==> src/rtl/tetris_pkg.sv <==
// Shared encodings for the game FSM, move scheduler and movement datapath.
package tetris_pkg;

    localparam logic [1:0] CMD_LEFT  = 2'b00;
    localparam logic [1:0] CMD_RIGHT = 2'b01;
    localparam logic [1:0] CMD_ROT   = 2'b10;
    localparam logic [1:0] CMD_DOWN  = 2'b11;

    localparam logic [1:0] ST_IDLE = 2'b00;
    localparam logic [1:0] ST_REQ  = 2'b01;
    localparam logic [1:0] ST_DROP = 2'b10;
    localparam logic [1:0] ST_LAND = 2'b11;

    // A period that shifts down to zero still has to tick, so clamp to one cycle.
    function automatic logic [19:0] grav_eff(input logic [19:0] period, input logic [1:0] speed);
        logic [19:0] p;
        p = period >> speed;
        return (p == 20'd0) ? 20'd1 : p;
    endfunction

endpackage

==> src/rtl/btn_edge.sv <==
// Rising-edge detector for one synchronized level button.
module btn_edge (
    input  logic clka,
    input  logic restart_n,
    input  logic btn,
    output logic rise
);

    logic btn_q;

    always_ff @(posedge clka or negedge restart_n) begin
        if (!restart_n) btn_q <= 1'b0;
        else            btn_q <= btn;
    end

    assign rise = btn & ~btn_q;

endmodule

==> src/rtl/move_scheduler.sv <==
// Turns button edges and gravity ticks into single-outstanding movement
// commands towards the datapath, and reports landing to the game FSM.
//
// state | meaning
// IDLE  | no command in flight, picks the highest-priority pending request
// REQ   | one LEFT/RIGHT/ROT/DOWN command waiting for its ack
// DROP  | hard drop: DOWN repeated until the datapath rejects one
// LAND  | one-cycle touched pulse, flush pending requests, restart gravity
module move_scheduler
    import tetris_pkg::*;
#(
    parameter logic [19:0] GRAV_PERIOD = 20'd50000
) (
    input  logic       clka,
    input  logic       restart_n,
    input  logic       start_move,
    input  logic       btn_left,
    input  logic       btn_right,
    input  logic       btn_rot,
    input  logic       btn_drop,
    input  logic [1:0] speed,
    output logic       cmd_valid,
    output logic [1:0] cmd,
    input  logic       cmd_ack,
    input  logic       cmd_ok,
    output logic       touched,
    output logic [1:0] sched_state
);

    logic [1:0]  state;
    logic [19:0] cnt;
    logic [19:0] eff;
    logic        rise_left, rise_right, rise_rot, rise_drop;
    logic        pend_left, pend_right, pend_rot, pend_drop, pend_grav;
    logic        sel_left, sel_right, sel_rot, sel_drop, sel_grav;
    logic        grav_tick, select, keep, accept;

    btn_edge u_edge_left  (.clka(clka), .restart_n(restart_n), .btn(btn_left),  .rise(rise_left));
    btn_edge u_edge_right (.clka(clka), .restart_n(restart_n), .btn(btn_right), .rise(rise_right));
    btn_edge u_edge_rot   (.clka(clka), .restart_n(restart_n), .btn(btn_rot),   .rise(rise_rot));
    btn_edge u_edge_drop  (.clka(clka), .restart_n(restart_n), .btn(btn_drop),  .rise(rise_drop));

    assign eff       = grav_eff(GRAV_PERIOD, speed);
    assign grav_tick = start_move && (cnt == 20'd0);
    assign select    = (state == ST_IDLE) && start_move &&
                       (pend_left || pend_right || pend_rot || pend_drop || pend_grav);
    assign keep      = start_move && (state != ST_LAND);
    assign accept    = (state != ST_DROP);

    always_comb begin
        sel_drop  = 1'b0;
        sel_grav  = 1'b0;
        sel_rot   = 1'b0;
        sel_left  = 1'b0;
        sel_right = 1'b0;
        if (select) begin
            if (pend_drop)      sel_drop  = 1'b1;
            else if (pend_grav) sel_grav  = 1'b1;
            else if (pend_rot)  sel_rot   = 1'b1;
            else if (pend_left) sel_left  = 1'b1;
            else                sel_right = 1'b1;
        end
    end

    always_ff @(posedge clka or negedge restart_n) begin
        if (!restart_n)
            cnt <= 20'd0;
        else if (!start_move || state == ST_LAND || cnt == 20'd0)
            cnt <= eff - 20'd1;
        else
            cnt <= cnt - 20'd1;
    end

    // A new set in the same cycle as the selection wins, so it is served next time round.
    always_ff @(posedge clka or negedge restart_n) begin
        if (!restart_n) begin
            pend_left  <= 1'b0;
            pend_right <= 1'b0;
            pend_rot   <= 1'b0;
            pend_drop  <= 1'b0;
            pend_grav  <= 1'b0;
        end else begin
            pend_left  <= keep && ((pend_left  && !sel_left)  || (rise_left  && accept));
            pend_right <= keep && ((pend_right && !sel_right) || (rise_right && accept));
            pend_rot   <= keep && ((pend_rot   && !sel_rot)   || (rise_rot   && accept));
            pend_drop  <= keep && ((pend_drop  && !sel_drop)  || (rise_drop  && accept));
            pend_grav  <= keep && ((pend_grav  && !sel_grav)  || (grav_tick  && accept));
        end
    end

    always_ff @(posedge clka or negedge restart_n) begin
        if (!restart_n) begin
            state     <= ST_IDLE;
            cmd_valid <= 1'b0;
            cmd       <= CMD_LEFT;
        end else begin
            case (state)
                ST_IDLE: begin
                    if (select) begin
                        cmd_valid <= 1'b1;
                        state     <= sel_drop ? ST_DROP : ST_REQ;
                        if (sel_drop || sel_grav) cmd <= CMD_DOWN;
                        else if (sel_rot)         cmd <= CMD_ROT;
                        else if (sel_left)        cmd <= CMD_LEFT;
                        else                      cmd <= CMD_RIGHT;
                    end
                end
                ST_REQ: begin
                    if (cmd_valid && cmd_ack) begin
                        cmd_valid <= 1'b0;
                        state     <= (cmd == CMD_DOWN && !cmd_ok) ? ST_LAND : ST_IDLE;
                    end
                end
                ST_DROP: begin
                    if (cmd_valid) begin
                        if (cmd_ack) begin
                            cmd_valid <= 1'b0;
                            if (!cmd_ok)          state <= ST_LAND;
                            else if (!start_move) state <= ST_IDLE;
                        end
                    end else if (start_move) begin
                        cmd_valid <= 1'b1;
                    end else begin
                        state <= ST_IDLE;
                    end
                end
                default: state <= ST_IDLE;
            endcase
        end
    end

    assign touched     = (state == ST_LAND);
    assign sched_state = state;

endmodule

==> config.mk <==
export PLATFORM = sky130hd
export DESIGN_NAME = move_scheduler
export DESIGN_NICKNAME = d
export VERILOG_FILES = /design/src/rtl/tetris_pkg.sv /design/src/rtl/btn_edge.sv /design/src/rtl/move_scheduler.sv
export SDC_FILE = /design/constraint.sdc
export NUM_CORES = 1
export LEC_CHECK = 0
export BUFFER_PORTS_ARGS = -buffer_cell sky130_fd_sc_hd__buf_2
export CAP_MARGIN = 20
export CORE_UTILIZATION = 45
export CTS_BUF_LIST = sky130_fd_sc_hd__clkbuf_4
export CTS_CLUSTER_DIAMETER = 200
export DETAILED_ROUTE_END_ITERATION = 10
export PLACE_DENSITY = 0.67
export SYNTH_ARGS = -nofsm -noshare
export SYNTH_HDL_FRONTEND = slang
export SYNTH_SLANG_ARGS = --single-unit
==> constraint.sdc <==
create_clock -name clka -period 3.05 [get_ports clka]
set_input_delay 0 -clock clka [delete_from_list [all_inputs] [get_ports clka]]
set_output_delay 0 -clock clka [all_outputs]
set_load 0.05 [all_outputs]
# Word level (Yosys, flattened, before mapping)
# Index checks and enable logic that the tools add are counted.
dict set report totals {
  register_bits 34
  out_inout_bits 6
}
dict set report classes {
  add_sub_neg 2
  eq_ne 9
  n_shift 1
  muxes 39
  bitwise 8
  n_reduce_logical 47
}
# op n
set op_table {}
lappend op_table {{$logic_not 20->1} 2}
lappend op_table {{$mux 20} 2}
lappend op_table {{$sub 20x1->20 const B} 2}
lappend op_table {{$mux 1} 25}
lappend op_table {{$logic_and 1x1->1} 21}
lappend op_table {{$mux 2} 10}
lappend op_table {{$shr 16x2->20 const A} 1}
lappend op_table {{$logic_or 1x1->1} 12}
lappend op_table {{$ne 2x2->1 const B} 4}
lappend op_table {{$logic_not 1->1} 7}
lappend op_table {{$eq 2x2->1 const B} 3}
lappend op_table {{$pmux 2 s3} 1}
lappend op_table {{$reduce_and 3->1} 2}
lappend op_table {{$and 1x1->1} 4}
lappend op_table {{$not 1->1} 4}
lappend op_table {{$ne 3x3->1 const B} 1}
lappend op_table {{$pmux 1 s3} 1}
lappend op_table {{$reduce_bool 3->1} 1}
lappend op_table {{$eq 2x1->1 const B} 1}
lappend op_table {{$logic_not 2->1} 1}
lappend op_table {{$reduce_and 2->1} 1}

# Logic depth before layout (Yosys ltp)
dict set report depth {
  ltp_word 10
  depth_mapped 12
  ltp_nobuf 9
}

# Cells and area by module
# Synthesis repeated with hierarchy kept, for this count alone.
dict set report hier_totals {
  cells_unflattened 222
  area_unflattened_um2 2067.0
}
# mod instances cells_each area_per_inst_um2
set modules_own_cells {}
lappend modules_own_cells {move_scheduler 1 214 1911.8}
lappend modules_own_cells {btn_edge 4 2 38.8}

# Least setup slack after synthesis
# No wires, ideal clock.
dict set report synth_path {
  path_type {register -> register}
  start {reg cnt[11]}
  end {reg cnt[14]}
  setup_time_ns 0.124
  arrival_ns 3.177
  path_slack_ns -0.251
  stages_incl_launch_ff 13
  n_path_buf 3
  path_cell_list {dfrtp_1 > or2_4 > or4b_1 > buf_2 > o31a_1 > buf_6 > clkbuf_1 > nand2_1 > ha_1 > nand2_1 > nor4_2 > a31oi_1 > a211o_1}
}
dict set report synth_between {
  elab_chain_cells 3
}
# element line_no
set synth_lines {}
lappend synth_lines {{start, declared} move_scheduler.sv:31} ;# logic [19:0] cnt;
lappend synth_lines {{start signal, assigned} move_scheduler.sv:69} ;# cnt <= eff - 20'd1;
lappend synth_lines {{start signal, assigned} move_scheduler.sv:71} ;# cnt <= cnt - 20'd1;
lappend synth_lines {{parallel branches: the longest is 2 deep, another holds $sub 20x1->20} -}
lappend synth_lines {{$mux 20 *} move_scheduler.sv:68} ;# else if (!start_move || state == ST_LAND || cnt == 20'd0)
# Every way passes the cells marked *.
# A chain may end at the register's enable or synchronous reset.

# Final worst setup path
dict set report layout_path {
  start {reg cnt[15]}
  end {reg cnt[12]}
}
dict set report layout_between {
  elab_chain_cells 3
}
# element line_no
set layout_lines {}
lappend layout_lines {{$logic_not 20->1} move_scheduler.sv:68}
lappend layout_lines {{$logic_or 1x1->1} move_scheduler.sv:68}
lappend layout_lines {{$mux 20} move_scheduler.sv:68}
# Every way passes these cells.

==> metrics.md <==
| Metric | Value |
|---|---|
| Data arrival, critical path | 3.12 ns |
| Die H | 69.7 um |
| Multiplexer share of the synthesized area | 0.0503 |
| DIE AREA | 0.00486 mm^2 |
| Final Cycle Share | 0.949 |
| Footprint of the multi-input gates | 0.00117 mm^2 |
| Largest family of logic cells by synthesized area | simple AND/OR/NAND/NOR gates |
| Average cell area after synthesis | 9.30 um^2 |
| Max-slew violations | 0 |
| Synth Area in Compound Gates | 0.178 |
| H-tree depth | 2 |
| DR iter-0 viols | 92 |
| Clock power frac | 0.321 |
| Flops & latches, synth | 34 |
| P per Cell Area | 440 mW/mm^2 |
| Hold Crit Class | input port to register |
| Die width | 69.7 um |
| Antenna cells | 0 |
| Post-synth top cells | 34 x dfrtp_1, 21 x nand2_1, 17 x nor2_1, 13 x a21oi_1, 13 x o21ai_0 |
| Lkg Pwr | 1.02 nW |
| Clock Sinks | 34 |
| Met1 wire length | 2190 um |
| Max VDD drop | 0.432 mV |
| Rows | 24 |
| Post-synthesis sequential area ratio | 0.412 |
| First-pass DRT Iterations | 4 |
| Sw Ratio | 0.296 |
| Max FFs per register | 20 |
| Dpl hpwl | 3180 um |
| Post-Syn Nets | 239 |
| Post-Synthesis Cells | 222 |
| Util after Layout | 0.551 |
| RSZ-0062 raised after global routing | no |
| Starting density of the core | 0.471 |
| # IOs | 17 |
| CP Capture Type | register |
| Clock Skews | 0.0192 ns |
| Max_cap viols | 0 |
| R2r setup slk | 0.16 ns |
| Share of the synthesized area in the top cell type | 0.412 |
| Vias per inst | 5.61 |
| Pin count of the biggest net entering global routing | 35 |
| Clock latency on the worst-skew pair | 0.35 ns |
| Top Metal Used | met4 |
| Crit start category | register |
| Worst-path maximum fanout | 5 |
| Slew HR | 0.485 |
| Post-Synth XOR/XNOR Area | 0.0552 |
| CTS tree | yes |
| Synth async-reset ratio | 1.00 |
| Synth warn | 0 |
| Most instantiated library cell after synthesis | dfrtp_1 |
| Final min period | 2.89 ns |
| Final hold vios | 0 |
| Fmax | 346 MHz |
| Synthesized cell area | 0.00206 mm^2 |
| Drt drc | 0 |
| Remaining global-route overflow | 0 |
| Met3 WL | 156 um |
| Via count | 1711 |
| Num CTS Buffers | 5 |
| Top cells by area, synth | dfrtp_1 41%, xnor2_1 4.7%, nand2_1 3.8% |
| Initial antenna violation count | 0 |
| Setup TNS | 0 ns |
| Total wire length | 4580 um |
| Internal power | 0.000747 W |
| Logic gate share of total power | 0.181 |
| Register area | 853 um^2 |
| # nets final | 269 |
| P_sw | 0.000314 W |
| Sequential share of power | 0.498 |
| Clk root buf | clkbuf_4 |
| # setup viols final | 0 |
| Synth Area in Adders | 0.0364 |
| Avg WL per Cell | 15.0 um |
| Status | completed |
| Post-synth EDFFs | 0 |
| Yosys cell types | 51 |
| Fillcell total | 386 |
| Layout cells sized above 1 | 0.198 |
| Predominant post-synthesis flop cell | dfrtp_1 |
| First-pass GRT wire length | 7960 um |
| Total track usage | 0.208 |
| Synth area leader | dfrtp_1 |
| Core Box Area | 0.00438 mm^2 |
| Setup CP Type | register to register |
| Met2 routed WL | 2160 um |
| Slew @ Worst Pin | 0.773 ns |
| Simple-gate portion of the synthesized area | 0.233 |
| Final Wtd Congestion | 0.932 |
| Bufs on Longest Clock Path | 2 |
| Data required, critical path | 3.28 ns |
| Port Buffer Count | 16 |
| Remaining antenna violation count | 0 |
| Worst-path clk slew | 0.12 ns |
| Most flop-heavy register | cnt |
| Vias in the first global route | 1732 |
| Synth-to-Final Area Change | 16.9% |
-- routing by layer --
layer / global-route usage / vias to the layer above
met4: 0.0756 / 0
li1: - / 858
met1: 0.278 / 808
met2: 0.330 / 36
met5: 0 / -
met3: 0.0480 / 9
-- metrics by stage --
step                instance area [um^2]  hold WS (ns)  setup slack (ns)  cells  total power (W)
floorplan                           2080        -0.296           0.00378    222         0.000658
global placement                    2230         0.120             0.230    288         0.000711
detailed placement                  2230         0.122             0.157    288         0.000715
CTS                                 2380        0.0320            0.0979    303          0.00106
global route                        2410        0.0824           0.00323    305          0.00112
finish                              2410        0.0406             0.156    305          0.00106
-- critical path: stages (launching register included) --
cell	delay, ns
dfrtp_2	0.46
nor4_4	0.33
or4b_4	0.53
o31ai_4	0.25
mux2i_1	0.22
ha_2	0.21
nand2_2	0.08
nor4_4	0.30
buf_4	0.18
nand2_1	0.06
xor2_1	0.16
-- cell type report --
type / count / share of cell area
Multi-Input combinational cell: 172 / 0.484
Sequential cell: 34 / 0.354
Timing Repair Buffer: 32 / 0.0902
Tap cell: 52 / 0.0270
Clock inverter: 3 / 0.0187
Clock buffer: 5 / 0.0156
Inverter: 7 / 0.0109
-- power by group through the flow --
stage	logic, W	clock network (W)	registers (W)
6_report	0.000192	0.000341	0.000529
5_1_grt	0.000214	0.000366	0.000535
4_1_cts	0.000186	0.000349	0.000528
3_5_place_dp	0.000179	0	0.000536
3_3_place_gp	0.000176	0	0.000535
2_1_floorplan	0.000134	0	0.000523
-- path summary, 6_finish.rpt --
path / cells after the start / to / startpoint
setup / recovery: 10 / cnt[12] / cnt[15]
hold / removal: 5 / cmd_valid / cmd_ack
setup reg to reg: 10 / cnt[12] / cnt[15]
hold reg to reg: 1 / cnt[0] / cnt[0]
max in group asynchronous: 2 / cnt[15] / restart_n
min in group asynchronous: 2 / cnt[5] / restart_n
-- cells by family (layout without fill, tap and decap cells) --
| group | after synthesis | in the layout |
|---|---|---|
| adders and majority gates | 6 | 6 |
| xor gates and xnor gates | 13 | 13 |
| AOI/OAI and AO/OA | 54 | 54 |
| and+or+nand+nor | 90 | 90 |
| buffers and inverters | 16 | 47 |
| DFF | 34 | 34 |
| muxes | 9 | 9 |
-- cells in the final DEF, fill, tap and decap left out, drive strengths merged, types with 3 or more instances in the layout --
cell	n
dfrtp	34
buf	25
nand2	21
nor2	17
a21oi	13
o21ai	13
nor3	12
xnor2	11
mux2i	8
nor4	8
inv	7
dlygate4sd3	7
or2	6
ha	6
nand2b	5
clkbuf	5
or3	4
nand3	4
nand3b	4
o31ai	4
a31oi	3
o22ai	3
-- timing repair --
item | in CTS | in global routing
endpoints found under the hold margin | 44 | 0
hold buffers | 7 | 0
gates resized for setup | 0 | 5
endpoints found under the setup margin | 0 | 4
setup buffers | 0 | 2
Power figures use the tool's default switching activity.
